$ cat src/rtl/pvz_palette_pkg.sv
// Shared palette types, the power-on background palette and the round-robin pointer helper.
package pvz_palette_pkg;

  localparam int unsigned PAL_DEPTH = 16;
  localparam int unsigned PAL_AW    = 4;

  typedef logic [11:0] rgb12_t;
  typedef rgb12_t palette_t [PAL_DEPTH];

  // Entry 0 first; these are the colours the background layer expects after reset.
  localparam palette_t DEFAULT_BG_PALETTE = '{
    12'h573, 12'hAA9, 12'h443, 12'hCCB,
    12'h998, 12'h783, 12'hBBA, 12'h322,
    12'h554, 12'hEEC, 12'hA75, 12'h787,
    12'h683, 12'h854, 12'h665, 12'h573
  };

  typedef struct packed {
    logic [3:0] red;
    logic [3:0] green;
    logic [3:0] blue;
  } rgb_split_t;

  function automatic logic [1:0] rr_next(input logic [1:0] id, input int unsigned num_req);
    int unsigned n;
    n = 32'(id) + 1;
    if (n >= num_req) n = 0;
    return 2'(n);
  endfunction

endpackage

$ cat src/rtl/palette_regfile.sv
// 16 x 12-bit palette storage: synchronous write, asynchronous read, reset to the default palette.
module palette_regfile
  import pvz_palette_pkg::*;
(
  input  logic               clk_i,
  input  logic               rst_i,
  input  logic               we_i,
  input  logic [PAL_AW-1:0]  waddr_i,
  input  rgb12_t             wdata_i,
  input  logic [PAL_AW-1:0]  raddr_i,
  output rgb12_t             rdata_o
);

  palette_t mem_q;

  // Reset has priority, so a write presented during reset is dropped.
  always_ff @(posedge clk_i) begin
    if (rst_i) begin
      mem_q <= DEFAULT_BG_PALETTE;
    end else if (we_i) begin
      mem_q[waddr_i] <= wdata_i;
    end
  end

  assign rdata_o = mem_q[raddr_i];

endmodule

$ cat src/rtl/palette_lookup_arbiter.sv
// Round-robin arbiter sharing one palette read port among pixel requesters, one lookup per cycle.
module palette_lookup_arbiter
  import pvz_palette_pkg::*;
#(
  parameter int unsigned NUM_REQ = 3
) (
  input  logic                 Clk,
  input  logic                 Reset,
  input  logic [NUM_REQ-1:0]   req,
  input  logic [NUM_REQ*4-1:0] index,
  output logic [NUM_REQ-1:0]   gnt,
  output logic                 rgb_valid,
  output logic [1:0]           rgb_id,
  output logic [3:0]           red,
  output logic [3:0]           green,
  output logic [3:0]           blue,
  input  logic                 cfg_we,
  input  logic [3:0]           cfg_addr,
  input  logic [11:0]          cfg_data
);

  logic [1:0]         rr_ptr_q, rr_ptr_d;
  logic               grant_any;
  logic [1:0]         gnt_id;
  logic [NUM_REQ-1:0] gnt_d;
  logic [NUM_REQ-1:0] cand_oh;
  int unsigned        cand;
  logic [3:0]         sel_index;
  rgb12_t             rd_data;

  logic               rgb_valid_q;
  logic [1:0]         rgb_id_q;
  rgb_split_t         colour_q;

  // Walk upward from rr_ptr with wrap; the first requester found wins.
  always_comb begin
    grant_any = 1'b0;
    gnt_id    = '0;
    gnt_d     = '0;
    cand      = 0;
    cand_oh   = '0;
    if (!Reset) begin
      for (int unsigned k = 0; k < NUM_REQ; k++) begin
        cand = 32'(rr_ptr_q) + k;
        if (cand >= NUM_REQ) cand = cand - NUM_REQ;
        cand_oh = NUM_REQ'(1) << cand;
        if (!grant_any && (|(req & cand_oh))) begin
          grant_any = 1'b1;
          gnt_id    = 2'(cand);
          gnt_d     = cand_oh;
        end
      end
    end
  end

  always_comb begin
    rr_ptr_d = rr_ptr_q;
    if (grant_any) rr_ptr_d = rr_next(gnt_id, NUM_REQ);
  end

  assign sel_index = 4'(index >> {gnt_id, 2'b00});
  assign gnt       = gnt_d;

  palette_regfile u_palette (
    .clk_i   (Clk),
    .rst_i   (Reset),
    .we_i    (cfg_we),
    .waddr_i (cfg_addr),
    .wdata_i (cfg_data),
    .raddr_i (sel_index),
    .rdata_o (rd_data)
  );

  // Colour and id only load on a grant, so idle cycles keep showing the last result.
  always_ff @(posedge Clk) begin
    if (Reset) begin
      rr_ptr_q    <= '0;
      rgb_valid_q <= 1'b0;
      rgb_id_q    <= '0;
      colour_q    <= '0;
    end else begin
      rr_ptr_q    <= rr_ptr_d;
      rgb_valid_q <= grant_any;
      if (grant_any) begin
        rgb_id_q <= gnt_id;
        colour_q <= rgb_split_t'(rd_data);
      end
    end
  end

  always_ff @(posedge Clk) begin
    if (!Reset) assert ($onehot0(gnt) && ((gnt & ~req) == '0));
  end

  assign rgb_valid = rgb_valid_q;
  assign rgb_id    = rgb_id_q;
  assign red       = colour_q.red;
  assign green     = colour_q.green;
  assign blue      = colour_q.blue;

endmodule

$ cat config.mk
export PLATFORM = sky130hd
export DESIGN_NAME = palette_lookup_arbiter
export DESIGN_NICKNAME = d
export VERILOG_FILES = /design/src/rtl/pvz_palette_pkg.sv /design/src/rtl/palette_regfile.sv /design/src/rtl/palette_lookup_arbiter.sv
export SDC_FILE = /design/constraint.sdc
export NUM_CORES = 1
export LEC_CHECK = 0
export BUFFER_PORTS_ARGS = -buffer_cell sky130_fd_sc_hd__buf_2
export CAP_MARGIN = 20
export CORE_AREA = 5 5 146 148
export CTS_BUF_LIST = sky130_fd_sc_hd__clkbuf_4
export CTS_CLUSTER_SIZE = 30
export DETAILED_ROUTE_END_ITERATION = 10
export DIE_AREA = 0 0 151 153
export PLACE_DENSITY = 0.74
export SLEW_MARGIN = 20
export SYNTH_ARGS = -nofsm -noshare
export SYNTH_HDL_FRONTEND = slang
export SYNTH_SLANG_ARGS = --single-unit
export TNS_END_PERCENT = 30
$ cat constraint.sdc
create_clock -name Clk -period 3.4 [get_ports Clk]
set_input_delay 0.51 -clock Clk [delete_from_list [all_inputs] [get_ports Clk]]
set_output_delay 0.51 -clock Clk [all_outputs]
set_load 0.01 [all_outputs]
==> flow_summary.yaml <==
synthesis:
  synth_cell_types: 49
  synth.top_cell.area_share_pct: 43.3
  yosysWarnings: 0
  syn_area_mm2: 0.00966
  synth_top_area_cell: "dfxtp_1"
  yosys-top-cells-count: "334 x nand2_1, 209 x dfxtp_1, 101 x mux2i_1"
  synth_area_leaders: "dfxtp_1 43%, nand2_1 13%, mux2i_1 10%"
  async_flop_share_pct: 0
  synth_top_flop_cell: "dfxtp_1"
  seq_area_frac_synth_pct: 43.3
  synth_cells: 1163
  ys_ff_latch: 209
  syn-num-nets: 1199
  synth_edf_count: 0
  yosysMostFrequentCell: "nand2_1"
  synth_area_per_cell_um2: 8.31
finish:
  syn_to_final_growth_pct: 11.3
  drive_above_1_share_pct: 14.7
  finish.utilization_pct: 54.0
  layout.cells.non_filler: 1508
  nets: 1232
  design_area_mm2: 0.0107
  fillers: 1895
global_routing:
  grt_usage_pct: 23.1
  grt_pass1_wl_um: 43000
  antenna_found_initial: 1
  grt_pass1_vias: 8289
  gr-total-overflow: 0
  grt_start_max_net_pins: 119
worst_setup_path:
  cp_max_fo: 17
  rrSetupSlack_ns: 0.27
  worstPathArrival_ns: 3.70
  start_kind: "flop"
  r2r-end: "green[1]$_SDFFE_PP0P_"
  timing.rr.start: "rr_ptr_q[0]$_SDFFE_PP0P_"
  crit_required_ns: 3.96
  cp-end-kind: "flop"
  startpoint: "rr_ptr_q[0]$_SDFFE_PP0P_"
  reg2regPathDepth: 13
  path_class: "flop to flop"
clocking:
  clkLatencyLatePin_ns: 0.67
  numCtsBuffers: 54
  clock-sinks: 209
  cts_max_level: 2
  cts_tree: "yes"
  cts_max_path_buffers: 3
  clk_pin_slew_ns: 0.08
  cts_setup_buffers: 0
  ctsRootBufferMaster: "clkbuf_4"
sta:
  drv_slew: 0
  period_needed_ns: 3.13
  whs_ns: 0.246
  fin_ws_ns: 0.266
  fin_tns_setup_ns: 0
  rsz0062_at_grt: "true"
  setup_violations: 0
  hold_viol_final: 0
  post-route-period-util_pct: 92.2
  clock_skew_ns: 0.0312
  fmax_mhz: 319
  relSlewSlack_pct: 29.7
  worstMarginPinSlew_ns: 1.05
min_path:
  hold-path-cell-count: 3
  min-delay-start: "cfg_data[3]"
  min_to: "u_palette.mem_q[99]$_SDFFE_PP0P_"
  min_path_type: "primary input to flop"
floorplanning:
  ioPinCount: 52
  core_area_mm2: 0.0199
  fp.dieH_um: 153
  die_w_um: 151
  die_area_mm2: 0.0231
  core.rowCount: 52
  initial_core_util_pct: 48.5
power:
  power_density_mw_per_mm2: 632
  power_frac_comb_pct: 29.6
  p_sw_mw: 2.33
  clockPowerShare_pct: 31.4
  fin_total_pwr_mw: 6.79
  switching_share_pct: 34.3
  vdd_ir_drop_max_mv: 0.341
  p_seq_share_pct: 38.9
  internal_power_mw: 4.46
  power.leakage_nw: 4.34
placed_design:
  dp_hpwl_um: 17500
  gp_congestion: 0.878
  placed_area_mm2: 0.0100
  port-buffer-count: 51
  dp_worst_setup_slack_ns: 0.202
  numPlacedInstances: 1408
routing:
  avgViaCountPerCell: 5.65
  drt_iter0_drc: 860
  ant_nets: 0
  wl_um: 26800
  vias: 8513
  drtPass1Iterations: 5
  drc: 0
  wl_per_cell_um: 17.7
run_status:
  outcome: "complete, no violations"
job:
  cap_violations: 0
-- cells in the final DEF (no fill, tap or decap), types with 2 or more instances in the layout --
cell / n
a211o_1: 42
a211oi_1: 5
a21oi_1: 82
a221oi_1: 7
a22oi_1: 8
a311oi_1: 2
a32oi_1: 3
and3_1: 4
buf_12: 3
buf_2: 50
buf_4: 29
buf_6: 2
clkbuf_4: 77
clkinv_1: 16
dfxtp_1: 209
diode_2: 2
inv_1: 2
mux2i_1: 101
mux4_1: 4
mux4_2: 3
nand2_1: 334
nand2b_1: 8
nand3_1: 37
nand3_2: 2
nand3b_1: 55
nand4_1: 8
nor2_1: 55
nor2b_1: 47
nor3_1: 8
o21a_1: 2
o21ai_1: 3
o21ai_2: 2
-- routing by layer --
metal / track usage [%] / wire (um)
met4: 11.2 / 1090
met1: 30.0 / 11500
met2: 36.2 / 12100
met5: 0 / 0
met3: 4.83 / 2050
-- state kept, by name (all words and copies together), names as in the netlist --
name and count:
rr_ptr_q 2, red 4, rgb_valid 1, blue 4, rgb_id 2, green 4, u_palette.mem_q 192
-- timing repair --
| action | in CTS | in global routing |
|---|---|---|
| endpoints found under the setup margin | 0 | 9 |
| hold buffers | 1 | 0 |
| resized for setup | 0 | 3 |
| endpoints found under the hold margin | 1 | 0 |
-- power by group through the flow --
| stage | sequential, mW | combinational [mW] | clock (mW) |
|---|---|---|---|
| CTS | 2.64 | 1.97 | 2.19 |
| global placement | 2.69 | 1.93 | 0 |
| finish | 2.65 | 2.01 | 2.13 |
| floorplan | 2.69 | 1.44 | 0 |
| global route | 2.65 | 2.17 | 2.32 |
| detailed placement | 2.69 | 1.96 | 0 |
-- kinds of logic after synthesis --
family                   Yosys count  synth area share (%)
adder cells (fa/ha/maj)            2                 0.259
buffers and inverters            110                  5.28
AND/OR/NAND/NOR                  563                  26.6
multiplexers                     109                  12.4
AO/OA/AOI/OAI                    170                  12.1
flip-flops                       209                  43.3
-- worst max path at each step --
| stage | slack (ns) | to |
|---|---|---|
| 4_1_cts | 0.14 | green[1]$_SDFFE_PP0P_ |
| 5_1_grt | -0.009 | red[1]$_SDFFE_PP0P_ |
| 2_1_floorplan | 0.65 | red[3]$_SDFFE_PP0P_ |
| 3_5_place_dp | 0.20 | green[1]$_SDFFE_PP0P_ |
| 6_report | 0.27 | green[1]$_SDFFE_PP0P_ |
| 3_3_place_gp | 0.25 | green[1]$_SDFFE_PP0P_ |
-- worst max-delay path, cell delays in order (launching register included) --
cell and delay (ns):
dfxtp_1 0.33, inv_1 0.06, ha_2 0.41, nor3_1 0.11, nor3_2 0.27, o2111a_1 0.29, buf_4 0.18, nand3_1 0.10
o21ai_2 0.15, buf_6 0.25, mux2i_1 0.14, a221oi_1 0.42, nand2_1 0.09, a211oi_1 0.25
-- final cells by class --
cell class	count	area [um2]	share of cell area, %
multi-input combinational	844	4980	46.3
inverter	2	7.51	0.0698
clock buffer	77	578	5.38
timing repair buffer	85	561	5.22
clock inverter	19	98.8	0.920
antenna	2	5.00	0.0466
sequential	209	4180	38.9
tap	270	338	3.14
No activity file was read; power rests on OpenSTA's default activity.
